--- src/rtl/upstream_lock_ctrl.sv ---
// Upstream passage controller for one canal-lock boat.
// The boat enters at the downstream gate (gate2), the water is raised, and
// the boat leaves through the upstream gate (gate1). The block drives the
// direction LEDs and keeps a wrap-around count of completed passages.
module upstream_lock_ctrl #(
    parameter int ARR_CYCLES = 1500,
    parameter int CNT_W      = 11,
    parameter int PASS_W     = 8
) (
    input  logic              clk,
    input  logic              reset,
    input  logic              arr_sw,
    input  logic              dep_sw,
    input  logic              gate2_sw,
    input  logic              gate1_sw,
    input  logic              water_high,
    input  logic              water_low,
    output logic              arr_li,
    output logic              dep_li,
    output logic              gate2_li,
    output logic              gate1_li,
    output logic              occupied,
    output logic              exited,
    output logic [PASS_W-1:0] pass_count
);

    typedef enum logic [2:0] {
        IDLE,
        ARRIVING,
        WAIT_LOW,
        GATE2_OPEN,
        OCCUPIED,
        GATE1_OPEN,
        EXITED
    } state_t;

    localparam logic [CNT_W-1:0] ARR_LAST = CNT_W'(ARR_CYCLES - 1);

    state_t           state;
    state_t           nxt;
    logic [CNT_W-1:0] timer;

    // A water flag is trusted only when the other one is low; both high means
    // the level sensors disagree, so neither gate may open.
    logic low_ok;
    logic high_ok;
    assign low_ok  = water_low  & ~water_high;
    assign high_ok = water_high & ~water_low;

    // Next-state rule for one rising edge, kept as a pure function so the
    // registered outputs below can be decoded from the state being entered.
    function automatic state_t next_state(
        input state_t           cur,
        input logic [CNT_W-1:0] tmr,
        input logic             arr,
        input logic             dep,
        input logic             g2,
        input logic             g1,
        input logic             lo_ok,
        input logic             hi_ok
    );
        // NOTE: the result is assigned before the case so every path yields a
        // value; a branch that forgot to assign would otherwise imply storage.
        next_state = cur;
        case (cur)
            IDLE:       if (arr) next_state = ARRIVING;
            ARRIVING: begin
                if (!arr)                 next_state = IDLE;
                else if (tmr == ARR_LAST) next_state = WAIT_LOW;
            end
            WAIT_LOW:   if (lo_ok && g2) next_state = GATE2_OPEN;
            GATE2_OPEN: if (!g2) next_state = OCCUPIED;
            OCCUPIED:   if (dep && hi_ok && g1) next_state = GATE1_OPEN;
            GATE1_OPEN: if (!g1 && !dep) next_state = EXITED;
            EXITED:     next_state = IDLE;
            default:    next_state = IDLE;
        endcase
    endfunction

    assign nxt = next_state(state, timer, arr_sw, dep_sw, gate2_sw, gate1_sw,
                            low_ok, high_ok);

    // Departure request is echoed straight through while the boat is inside.
    assign dep_li = (state == OCCUPIED) && dep_sw;

    // State register, arrival timer, passage counter and registered Moore outputs.
    always_ff @(posedge clk) begin
        // NOTE: all state updates use non-blocking assignments so every
        // register samples the pre-edge values, independent of statement order.
        if (reset) begin
            state      <= IDLE;
            timer      <= '0;
            pass_count <= '0;
            arr_li     <= 1'b0;
            gate2_li   <= 1'b0;
            gate1_li   <= 1'b0;
            occupied   <= 1'b0;
            exited     <= 1'b0;
        end else begin
            state <= nxt;

            // The timer only advances while arrival keeps being confirmed.
            if (state == ARRIVING && nxt == ARRIVING)
                timer <= timer + 1'b1;
            else
                timer <= '0;

            // Counted on entry to EXITED; wraps naturally at 2^PASS_W.
            if (nxt == EXITED && state != EXITED)
                pass_count <= pass_count + 1'b1;

            arr_li   <= (nxt == WAIT_LOW);
            gate2_li <= (nxt == GATE2_OPEN);
            gate1_li <= (nxt == GATE1_OPEN);
            occupied <= (nxt == OCCUPIED);
            exited   <= (nxt == EXITED);
        end
    end

endmodule

--- config.mk ---
export PLATFORM = sky130hd
export DESIGN_NAME = upstream_lock_ctrl
export DESIGN_NICKNAME = d
export VERILOG_FILES = /design/src/rtl/upstream_lock_ctrl.sv
export SDC_FILE = /design/constraint.sdc
export NUM_CORES = 1
export LEC_CHECK = 0
export ABC_AREA = 1
export ABC_CLOCK_PERIOD_IN_PS = 1450
export BUFFER_PORTS_ARGS = -buffer_cell sky130_fd_sc_hd__clkbuf_2
export CAP_MARGIN = 10
export CORE_ASPECT_RATIO = 2
export CORE_MARGIN = 2
export CORE_UTILIZATION = 48
export DETAILED_ROUTE_END_ITERATION = 7
export PLACE_DENSITY = 0.75
export SLEW_MARGIN = 40
export SYNTH_ARGS = -nofsm -noshare
export SYNTH_HDL_FRONTEND = slang
export SYNTH_SLANG_ARGS = --single-unit
--- constraint.sdc ---
create_clock -name clk -period 1.45 [get_ports clk]
set_clock_uncertainty 0.05 [all_clocks]
set_input_delay 0.145 -clock clk [delete_from_list [all_inputs] [get_ports clk]]
set_output_delay 0.145 -clock clk [all_outputs]
set_load 0.005 [all_outputs]
* Yosys cells after proc, flatten, opt, wreduce, memory -nomap -nowiden
Cells that the tools add are included.
W data, S select, Z words.
** Operators by class
- Add/sub/neg operators :: 2
- Equal/unequal tests :: 13
- Mux-type cells :: 8
- Bitwise gates (word level) :: 5
- Reduce and logical (&&, ||, !) cells :: 11
** Operators with widths (count)
- $mux W3 :: 7
- $pmux W3 S6 :: 1
- $eq A3 B3 Y1 const B :: 5
- $eq A3 B2 Y1 const B :: 4
- $add A11 B1 Y11 const B :: 1
- $eq A11 B11 Y1 const B :: 1
- $add A8 B1 Y8 const B :: 1
- $logic_and A1 B1 Y1 :: 7
- $eq A3 B1 Y1 const B :: 2
- $logic_not A3 Y1 :: 1
- $ne A3 B3 Y1 const B :: 1
- $not A1 Y1 :: 3
- $and A1 B1 Y1 :: 2
- $logic_not A1 Y1 :: 2
- $reduce_or A2 Y1 :: 1
** Word-level totals
- Flip-flop bits (word level) :: 27
- Bits of input ports :: 8
- Output and inout port bits :: 14
- Word-level logic and storage cells :: 47

* Logic depth before layout (Yosys ltp)
Gate-level depths: netlist of run 1.
- Depth in word-level cells :: 10
- Gate-level depth with buffers :: 10
- Depth with buffers taken out :: 10

* Least setup slack after synthesis of run 1
OpenSTA, ideal clock, no wires.
- Path kind :: register to register
- From :: register timer[0]
- To :: register timer[7]
- Setup time :: 115 ps
- Arrival :: 1184 ps
- Data required time :: 1285 ps
- Path slack :: 101 ps
- Stages on the path, launching flop included :: 8
- Buffers on the path :: 1
- Clock period less this slack :: 1349 ps
- Path through :: dfxtp_1 > ha_1 > nand2_1 > nor2_1 > nand4_1 > nand4_1 > buf_4 > nor2_1
** Between the ends
- Cells in the longest elaborated chain, start to end :: 8
- Elaborated cells between the ends (all ways) :: 9
- Classes of those cells :: add/sub (1); eq/ne (2); mux (3); bitwise (1); reduce/logical (2)
** Ends and longest elaborated chain
- from (decl) :: line 41 : logic [CNT_W-1:0] timer;
- from (signal assigned) :: line 104 : timer <= timer + 1'b1;
- $eq A11 B11 Y1 :: line 69 : else if (tmr == ARR_LAST) next_state = WAIT_LOW;
- $mux W3 :: line 69
- $mux W3 :: line 68 : if (!arr) next_state = IDLE;
- $pmux W3 S6 :: line 65 : case (cur)
- $eq A3 B1 Y1 :: line 103 : if (state == ARRIVING && nxt == ARRIVING)
- $logic_and A1 B1 Y1 :: line 103
- $not A1 Y1 (no line)
- $reduce_or A2 Y1 (no line)
Several ways; a longest one is shown, not always the timed one.
A chain may end at the register's enable or synchronous reset.

* Final worst setup path of run 1
- From :: register state[2]
- To :: register pass_count[7]
** Between the ends
- Cells in the longest elaborated chain, start to end :: 5
- Elaborated cells between the ends (all ways) :: 17
- Classes of those cells :: eq/ne (7); mux (8); reduce/logical (2)
** Ends and longest elaborated chain
- from (decl) :: line 39 : state_t state;
- from (signal assigned) :: line 100 : state <= nxt;
- $mux W3 :: line 69
- $mux W3 :: line 68
- $pmux W3 S6 :: line 65
- $eq A3 B3 Y1 :: line 109 : if (nxt == EXITED && state != EXITED)
- $logic_and A1 B1 Y1 (*) :: line 109
- to (signal assigned) :: line 110 : pass_count <= pass_count + 1'b1;
- to (decl) :: line 24 : output logic [PASS_W-1:0] pass_count
Every way passes the cells marked *; elsewhere a longest branch is shown, timed or not.

==> reports/metrics.yaml, run 1 <==
r2r-end: "pass_count[7]$_SDFFE_PP0P_"
drtAntennaViolNets: 0
pin_count: 22
rsz0062_at_grt: "no"
cp.required_ns: 1.58
dr.pass1.iters: 4
overflow: 0
ir_drop_mv: 0.562
syn_inst: 183
finalSetupTns_ns: 0
layout_commonest_cell: "nand2_1"
clk_path_buf_depth: 2
hold_path_class: "in2reg"
drt_wl_total_um: 2880
end_kind: "register"
cpPeakStageDelay_ns: 0.42
synth_nets: 193
drv_slew: 0
remaining_drc_errors: 0
setup_viol: 0
die_h_um: 77.7
worst-path-max-fanout: 9
synth_area_per_cell_um2: 7.13
hold_violations: 0
gp_congestion: 0.896
drt_iter0_drc: 26
tightest_slew_ns: 0.253
arrival_ns: 1.47
final_cell_mix: "39 x nand2_1, 31 x nor2_1, 22 x inv_1, 22 x dfxtp_1, 21 x clkbuf_2"
rows: 26
grt_pass1_vias: 1195
design_area_mm2: 0.00154
crit_path_top_delay_cell: "dfxtp_1"
initial_core_util_pct: 50.8
critPathKind: "reg2reg"
grt_pass1_wl_um: 4770
path_cells: "inv_2, nor2_4, nand2_4, nor3_2, nand2_1, nand2_1, nor2_1"
hpwlAfterDp_um: 2360
r2r-start: "state[2]$_SDFF_PP0_"
r2r_setup_slack_ns: 0.10
syn_area_mm2: 0.00131
worst_hold_slack_ns: 0.125
antenna_found_initial: 0
drive_gt1_share_pct: 27.6
antenna-diode-count: 0
clkTransAtPathRegs_ns: 0.09
htreeDepth: 1
cts_tree: "yes"
fin_cells: 238
via_per_inst: 5.10
holdPathStages: 2
track_usage_pct: 21.0
core_area_mm2: 0.00257
port_buffers: 21
r2r_cells: 7
whs_endpoint: "pass_count[3]$_SDFFE_PP0P_"
fp.dieArea_mm2: 0.00318
powerDensity_mw_per_mm2: 782
grt_start_max_net_pins: 16
crit_family: "simple AND/OR/NAND/NOR gates"
dp_cells: 233
ys_ff_latch: 27
yosys_warnings: 0
cts.sinks: 27
nets: 221
clock_latency_ns: 0.27
drv_cap: 0
hp-start: "reset"
post-route-period-util_pct: 93.0
place_area_mm2: 0.00146
cpMostUsedCell: "nand2_1"
cp-start-kind: "register"
fin_util_pct: 60.0
max_freq_mhz: 741
status: "finished, final reports clean"
slew_headroom_pct: 83.1
numCtsBuffers: 3
wl_per_cell_um: 12.1
synthToLayoutAreaGrowth_pct: 18.1
die_w_um: 40.9
p_leak_uw: 0.000681
synthDistinctLibCells: 26
vias: 1213
cts_root_buf: "clkbuf_8"
post-route-min-period_ns: 1.35
worst-path-buf-inv: 1
seq_area_frac_synth_pct: 41.4
## through the flow
step / power (uW) / setup slack, ns
detailed placement: 811 / -0.00671
global placement: 808 / 0.0631
global route: 1250 / 0.00418
CTS: 1230 / 0.0229
floorplan: 791 / 0.101
finish: 1210 / 0.101
## sequential cells by signal, summed over array words and instances (netlist names)
signal	flops
occupied	1
gate2_li	1
timer	11
arr_li	1
gate1_li	1
pass_count	8
exited	1
state	3
## layer usage
metal	track usage, %	vias to the layer above	routed length, um
met5	0	-	0
met4	11.3	0	56
met3	3.14	6	67
met2	37.5	25	1680
met1	20.1	555	1070
li1	-	627	-
## how the worst max path moves through the flow
| stage | cells past startpoint | slack [ns] | end | startpoint |
|---|---|---|---|---|
| after CTS | 6 | 0.02 | timer[8]$_SDFF_PP0_ | timer[0]$_SDFF_PP0_ |
| after detailed placement | 6 | -0.007 | timer[8]$_SDFF_PP0_ | timer[0]$_SDFF_PP0_ |
| after global routing | 5 | 0.004 | timer[9]$_SDFF_PP0_ | timer[2]$_SDFF_PP0_ |
| after global placement | 6 | 0.06 | timer[8]$_SDFF_PP0_ | timer[0]$_SDFF_PP0_ |
| final | 7 | 0.10 | pass_count[7]$_SDFFE_PP0P_ | state[2]$_SDFF_PP0_ |
| after floorplan | 7 | 0.10 | timer[7]$_SDFF_PP0_ | timer[0]$_SDFF_PP0_ |
## layout make-up
| class | instances | area, um2 |
|---|---|---|
| clock buffers | 3 | 41.3 |
| clock inverters | 1 | 5.00 |
| fillers | 250 | 1030 |
| inverters | 28 | 105 |
| multi-input cells | 126 | 668 |
| flip-flops and latches | 27 | 552 |
| well taps | 28 | 35.0 |
| repair buffers | 25 | 135 |
## what timing repair did
item | in CTS | in global routing
endpoints found under the setup margin | 4 | 8
resized for setup | 3 | 9
endpoints found under the hold margin | 0 | 0
buffers inserted | 1 | 0
hold buffers | 0 | 0
pin swaps | 1 | 2
## synthesized netlist by cell type
| library cell | n | share of area, % |
|---|---|---|
| nand2_1 | 39 | 11 |
| nor2_1 | 33 | 9.5 |
| dfxtp_1 | 27 | 41 |
| inv_1 | 22 | 6.3 |
| a21oi_1 | 9 | 3.5 |
| nand3_1 | 8 | 3.1 |
| inv_2 | 6 | 1.7 |
| o21ai_0 | 6 | 2.3 |
| nand4_1 | 5 | 2.4 |
| a21oi_2 | 4 | 2.7 |
| xor2_1 | 4 | 2.7 |
| nor3_1 | 3 | 1.2 |
| ha_1 | 2 | 1.9 |
| nand2_2 | 2 | 0.96 |
| nor3_2 | 2 | 1.5 |
| a31oi_1 | 1 | 0.48 |
| buf_4 | 1 | 0.58 |
| clkbuf_1 | 1 | 0.29 |
| nand2_4 | 1 | 0.86 |
| nand3_2 | 1 | 0.77 |
| nor2_4 | 1 | 0.86 |
| nor3_4 | 1 | 1.2 |
| nor4_2 | 1 | 0.96 |
| or2_0 | 1 | 0.48 |
| or2_2 | 1 | 0.48 |
| xnor2_1 | 1 | 0.67 |
## kinds of logic after synthesis
kind of cell    synth area share (%)
fa+ha+maj                       1.92
xor+xnor                        3.36
flops                           41.4
buf+inv                         8.92
compound gates                  8.92
simple gates                    35.5
## where the power goes
group          leakage, uW  switching [uW]  internal, uW
Clock            0.0000255             222           192
Combinational     0.000435            30.6          16.7
Sequential        0.000221            3.44           740
Total             0.000681             256           949
Note: power is estimated with default switching activity, not from simulation.
==> inputs of run 2 (changes only) <==
--- a/config.mk
+++ b/config.mk
@@ -6,14 +6,15 @@
 export NUM_CORES = 1
 export LEC_CHECK = 0
 export ABC_AREA = 1
-export ABC_CLOCK_PERIOD_IN_PS = 1450
+export ABC_CLOCK_PERIOD_IN_PS = 1090
 export BUFFER_PORTS_ARGS = -buffer_cell sky130_fd_sc_hd__clkbuf_2
 export CAP_MARGIN = 10
 export CORE_ASPECT_RATIO = 2
 export CORE_MARGIN = 2
 export CORE_UTILIZATION = 48
 export DETAILED_ROUTE_END_ITERATION = 7
-export PLACE_DENSITY = 0.75
+export PLACE_DENSITY = 0.78
+export REMOVE_ABC_BUFFERS = 1
 export SLEW_MARGIN = 40
 export SYNTH_ARGS = -nofsm -noshare
 export SYNTH_HDL_FRONTEND = slang
==> constraint.sdc (replaced) <==
create_clock -name clk -period 1.09 [get_ports clk]
set_clock_uncertainty 0.05 [all_clocks]
set_input_delay 0.109 -clock clk [delete_from_list [all_inputs] [get_ports clk]]
set_output_delay 0.109 -clock clk [all_outputs]
set_load 0.005 [all_outputs]
==> run 2 against run 1 <==
  * The run now ends with setup timing left
  * Hold slack better by 0.0011 ns
  * First-iteration DRC count grew to 3.6 times the previous value
  * Design area grew 46%
  * Critical endpoint is now pass_count[5]$_SDFFE_PP0P_
  * Largest cell class unchanged
==> reports/metrics.yaml, run 2 (synthesized netlist as in run 1, its figures left out) <==
status: "finished, violations left"
violations: "setup timing"
drv_cap: 0  # unchanged
cts_root_buf: "clkbuf_8"
slew_headroom_pct: 82.3  # -0.82 points
die_w_um: 40.9  # unchanged
gp_congestion: 0.857  # -4.4%
r2r_setup_slack_ns: -0.36  # -0.46 ns
initial_core_util_pct: 50.8  # unchanged
antenna-diode-count: 0  # unchanged
die_h_um: 77.7  # unchanged
reg.largest.list: "timer x11, pass_count x8, state x3"
fp.dieArea_mm2: 0.00318  # unchanged
drt_iter0_drc: 93  # +260%
power_uw: 1700  # +41%
htreeDepth: 1  # unchanged
layout_commonest_cell: "buf_4"
port_buffers: 21  # unchanged
final_cell_mix: "40 x buf_4, 28 x nand2_1, 21 x clkbuf_2, 19 x inv_1, 18 x nor2_1"
post-route-min-period_ns: 1.45  # +0.104 ns
clkTransAtPathRegs_ns: 0.10  # about the same
place_area_mm2: 0.00170  # +17%
grt_pass1_vias: 1567  # +31%
end_kind: "register"
largest_reg_flops: 11  # unchanged
setup_viol: 29  # +29
rows: 26  # unchanged
clock_latency_ns: 0.29  # +0.02 ns
drv_slew: 0  # unchanged
drive_gt1_share_pct: 61.1  # +33 points
dp_slack_ns: -0.299  # -0.293 ns
core_area_mm2: 0.00257  # unchanged
worst-path-max-fanout: 6  # -3
critPathKind: "reg2reg"
hold_path_class: "in2reg"
cp-start-kind: "register"
ir_drop_mv: 1.01  # +81%
remaining_drc_errors: 0  # unchanged
drtAntennaViolNets: 0  # unchanged
fillers: 124  # -50%
grt_start_max_net_pins: 17  # +1
overflow: 0  # unchanged
cts_tree: "yes"
vias: 1669  # +38%
hold_violations: 0  # unchanged
design_area_mm2: 0.00225  # +46%
p_leak_uw: 0.000980  # +44%
largest_register: "timer"
synthToLayoutAreaGrowth_pct: 72.4
multiInputGateArea_um2: 935  # +40%
tightest_slew_ns: 0.263  # +0.0106 ns
dr.pass1.iters: 4  # unchanged
antenna_found_initial: 0  # unchanged
nets: 268  # +21%
seqCellArea_um2: 569  # +3.2%
fin_ws_ns: -0.363  # -0.464 ns
ctsHoldBuffers: 0  # unchanged
numCtsBuffers: 3  # unchanged
grt_pass1_wl_um: 6730  # +41%
track_usage_pct: 31.2  # +10 points
pin_count: 22  # unchanged
cts.sinks: 27  # unchanged
max_freq_mhz: 688  # -7.2%
post-route-period-util_pct: 133  # +40 points
powerDensity_mw_per_mm2: 754  # -3.5%
cp.required_ns: 1.28  # -0.30 ns
hpwlAfterDp_um: 2510  # +6.3%
arrival_ns: 1.64  # +0.17 ns
worst_hold_slack_ns: 0.126  # +0.00107 ns
clk_path_buf_depth: 2  # unchanged
drt_wl_total_um: 5700  # +98%
wl_per_cell_um: 20.0  # +65%
rsz0062_at_grt: "yes"
via_per_inst: 5.86  # +15%
[run 2: cell types whose count changed in the layout (fill, tap and decap cells not counted), sizes merged]
cell | before | now
inv | 28 | 26
buf | 4 | 51
clkinvlp | 0 | 2
[run 2: final timing paths]
path | start | end | cells after the start
worst max-delay path | state[1]$_SDFF_PP0_ | pass_count[5]$_SDFFE_PP0P_ | 9
worst min-delay path | reset | exited$_SDFF_PP0_ | 3
worst max register to register | state[1]$_SDFF_PP0_ | pass_count[5]$_SDFFE_PP0P_ | 9
worst min register to register | timer[10]$_SDFF_PP0_ | timer[10]$_SDFF_PP0_ | 2
[run 2: timing repair]
item,CTS,global route
pin swaps,24,25
resized for setup,65,44
setup endpoints to repair,27,28
buffers inserted,7,8
[run 2: metrics by stage]
stage          instances  utilization, %  TNS (ns)
3_5_place_dp         266            66.3     -5.29
2_1_floorplan        181               -     -4.38
3_3_place_gp         266            66.3     -4.41
5_1_grt              285            87.5     -9.16
4_1_cts              277            78.5     -3.91
6_report             285            87.5     -7.30
[run 2: worst max-delay path, cell delays in order (launching register included)]
cell and delay [ns]:
dfxtp_2 0.36, inv_2 0.11, nand2_4 0.08, nor2_4 0.18
nand2_8 0.14, nor2_4 0.16, nand2_1 0.08, nand2_1 0.09
nand2_1 0.08, inv_1 0.07
[run 2: layout make-up]
type / count / area share [%]
repair buffers: 72 / 23.9
flip-flops and latches: 27 / 25.3
well taps: 28 / 1.56
inverters: 28 / 5.51
clock inverters: 1 / 0.334
clock buffers: 3 / 1.84
multi-input cells: 126 / 41.5
[run 2: power by group]
part	internal, uW	switching (uW)	leakage [uW]
Combinational	40.6	65.8	0.000733
Sequential	975	5.60	0.000225
Clock	261	349	0.0000217
Total	1280	420	0.000980
[run 2: metal layers]
metal  wire, um  up-vias  part of all wire [%]  GRT usage, %
met4        545        0                   9.6          21.0
met5          0        -                     0             0
li1           -      725                     -             -
met3        332       49                   5.8          4.29
met1       1840      790                    32          25.6
met2       2980      105                    52          57.7
==> inputs of run 3 (changes only) <==
--- a/config.mk
+++ b/config.mk
@@ -13,7 +13,7 @@
 export CORE_MARGIN = 2
 export CORE_UTILIZATION = 48
 export DETAILED_ROUTE_END_ITERATION = 7
-export PLACE_DENSITY = 0.78
+export PLACE_DENSITY = 0.75
 export REMOVE_ABC_BUFFERS = 1
 export SLEW_MARGIN = 40
 export SYNTH_ARGS = -nofsm -noshare
==> run 3 against run 2 <==
  * The flow still finishes with violations (setup timing)
  * Critical path depth decreased by 2
  * Final cell count decreased by 2.5%
  * Via count decreased by 6.4%
  * Global-route usage decreased by 3.7 points
  * Combinational power about the same
  * Register-to-register slack got worse by 0.02 ns
  * Die area unchanged
  * Count of clock-buffer cells in the layout unchanged
==> reports/metrics.yaml, run 3 (synthesized netlist as in run 1, its figures left out) <==
port_buffers: 21  # unchanged
core_area_mm2: 0.00257  # unchanged
cts_root_buf: "clkbuf_8"
r2r_cells: 7  # -2
worst-path-max-fanout: 3  # -3
grt_pass1_vias: 1484  # -5.3%
largest_reg_flops: 11  # unchanged
r2r-end: "timer[7]$_SDFF_PP0_"
synthToLayoutAreaGrowth_pct: 65.8
initial_core_util_pct: 50.8  # unchanged
arrival_ns: 1.61  # -0.03 ns
drive_gt1_share_pct: 56.0  # -5.1 points
status: "finished, violations left"
fin_ws_ns: -0.386  # -0.0233 ns
gp_congestion: 0.838  # -2.2%
final_cell_mix: "31 x nand2_1, 29 x buf_4, 22 x inv_1, 21 x clkbuf_2"
remaining_drc_errors: 0  # unchanged
hp-start: "reset"
drv_cap: 0  # unchanged
largest_register: "timer"
r2r-start: "timer[0]$_SDFF_PP0_"
hpwlAfterDp_um: 2620  # +4.1%
cp.required_ns: 1.23  # -0.05 ns
whs_endpoint: "exited$_SDFF_PP0_"
critPathLaunch: "timer[0]$_SDFF_PP0_"
via_per_inst: 5.62  # -4.0%
post-route-min-period_ns: 1.48  # +0.0233 ns
powerDensity_mw_per_mm2: 792  # +5.0%
cpPeakStageDelay_ns: 0.38  # +0.02 ns
drv_slew: 0  # unchanged
end_kind: "register"
grt_start_max_net_pins: 17  # unchanged
numCtsBuffers: 3  # unchanged
clk_path_buf_depth: 2  # unchanged
vias: 1563  # -6.4%
ir_drop_mv: 1.19  # +17%
worst_hold_slack_ns: 0.111  # -0.0150 ns
track_usage_pct: 27.5  # -3.7 points
tightest_slew_ns: 0.580  # +0.317 ns
critPathKind: "reg2reg"
cts.sinks: 27  # unchanged
clock_latency_ns: 0.29  # about the same
clkTransAtPathRegs_ns: 0.10  # about the same
rows: 26  # unchanged
drt_iter0_drc: 72  # -23%
cts_tree: "yes"
grt_pass1_wl_um: 6100  # -9.3%
drt_wl_total_um: 5060  # -11%
place_area_mm2: 0.00169  # -0.88%
layout_commonest_cell: "nand2_1"
cp-start-kind: "register"
die_w_um: 40.9  # unchanged
ctsHoldBuffers: 0  # unchanged
violations: "setup timing"
holdPathStages: 3  # unchanged
path_cells: "buf_6, nand3_4, nor2_2, nand4_1, buf_4, xor2_1, nor2_1"
die_h_um: 77.7  # unchanged
hold_violations: 0  # unchanged
design_area_mm2: 0.00216  # -3.8%
overflow: 0  # unchanged
pin_count: 22  # unchanged
dr.pass1.iters: 4  # unchanged
drtAntennaViolNets: 0  # unchanged
r2r_setup_slack_ns: -0.39  # -0.02 ns
p_leak_uw: 0.000932  # -4.9%
rsz0062_at_grt: "yes"
antenna_found_initial: 0  # unchanged
dp_slack_ns: -0.295  # +0.00406 ns
wl_per_cell_um: 18.2  # -9.0%
reg.largest.list: "timer x11, pass_count x8, state x3"
htreeDepth: 1  # unchanged
finalSetupTns_ns: -5.87  # +1.43 ns
slew_headroom_pct: 61.2  # -21 points
fp.dieArea_mm2: 0.00318  # unchanged
hold_path_class: "in2reg"
antenna-diode-count: 0  # unchanged
power_uw: 1710  # +0.99%
max_freq_mhz: 677  # -1.6%
setup_viol: 27  # -6.9%
nets: 261  # -2.6%
post-route-period-util_pct: 135  # +2.1 points
crit_path_top_delay_cell: "dfxtp_2"
==> run 3: changes by cell type in the layout (fill, tap and decap cells not counted), sizes merged <==
cell,before,now
clkinvlp,2,1
clkinv,1,0
nand2,42,43
buf,51,43
inv,26,28
==> run 3: power breakdown <==
group          switching (uW)  leakage, uW  internal (uW)
combinational            65.4     0.000686           41.2
clock                     361    0.0000217            261
sequential               6.44     0.000224            978
total                     433     0.000932           1280
==> run 3: what timing repair did <==
item                       in CTS  in global routing
setup buffers                   4                  6
setup endpoints to repair      27                 29
resized for setup              42                 57
pin swaps                      14                 19
cloned                          1                  0
==> run 3: final cells by class <==
cell class | count | area (um2)
multi-input cells | 127 | 913
clock inverters | 1 | 7.51
flip-flops and latches | 27 | 566
well taps | 28 | 35.0
fillers | 128 | 407
clock buffers | 3 | 41.3
inverters | 28 | 120
repair buffers | 64 | 480
==> run 3: worst max-delay path by stage <==
stage,endpoint,slack (ns),cells past startpoint
floorplan,timer[10]$_SDFF_PP0_,-0.34,6
global placement,pass_count[6]$_SDFFE_PP0P_,-0.26,8
CTS,timer[9]$_SDFF_PP0_,-0.29,7
global route,occupied$_SDFF_PP0_,-0.49,9
finish,timer[7]$_SDFF_PP0_,-0.39,7
detailed placement,timer[8]$_SDFF_PP0_,-0.30,6
==> run 3: worst max-delay path: cells and delay by family, from the launching register on <==
kind,cells,cell delay (ns)
simple gates,4,0.46
flops,1,0.38
buf+inv,2,0.32
xor+xnor,1,0.16
==> run 3: per-stage QoR <==
step | cells | util [%]
6_report | 278 | 84.2
5_1_grt | 278 | 84.2
4_1_cts | 273 | 74.8
3_5_place_dp | 264 | 65.7
3_3_place_gp | 264 | 65.7
2_1_floorplan | 181 | -
==> run 3: routing by layer <==
| layer | wire [um] | up-vias | track usage [%] |
|---|---|---|---|
| li1 | - | 709 | - |
| met1 | 1640 | 755 | 25.5 |
| met2 | 2870 | 69 | 48.9 |
| met3 | 203 | 30 | 3.71 |
| met4 | 347 | 0 | 17.0 |
| met5 | 0 | - | 0 |
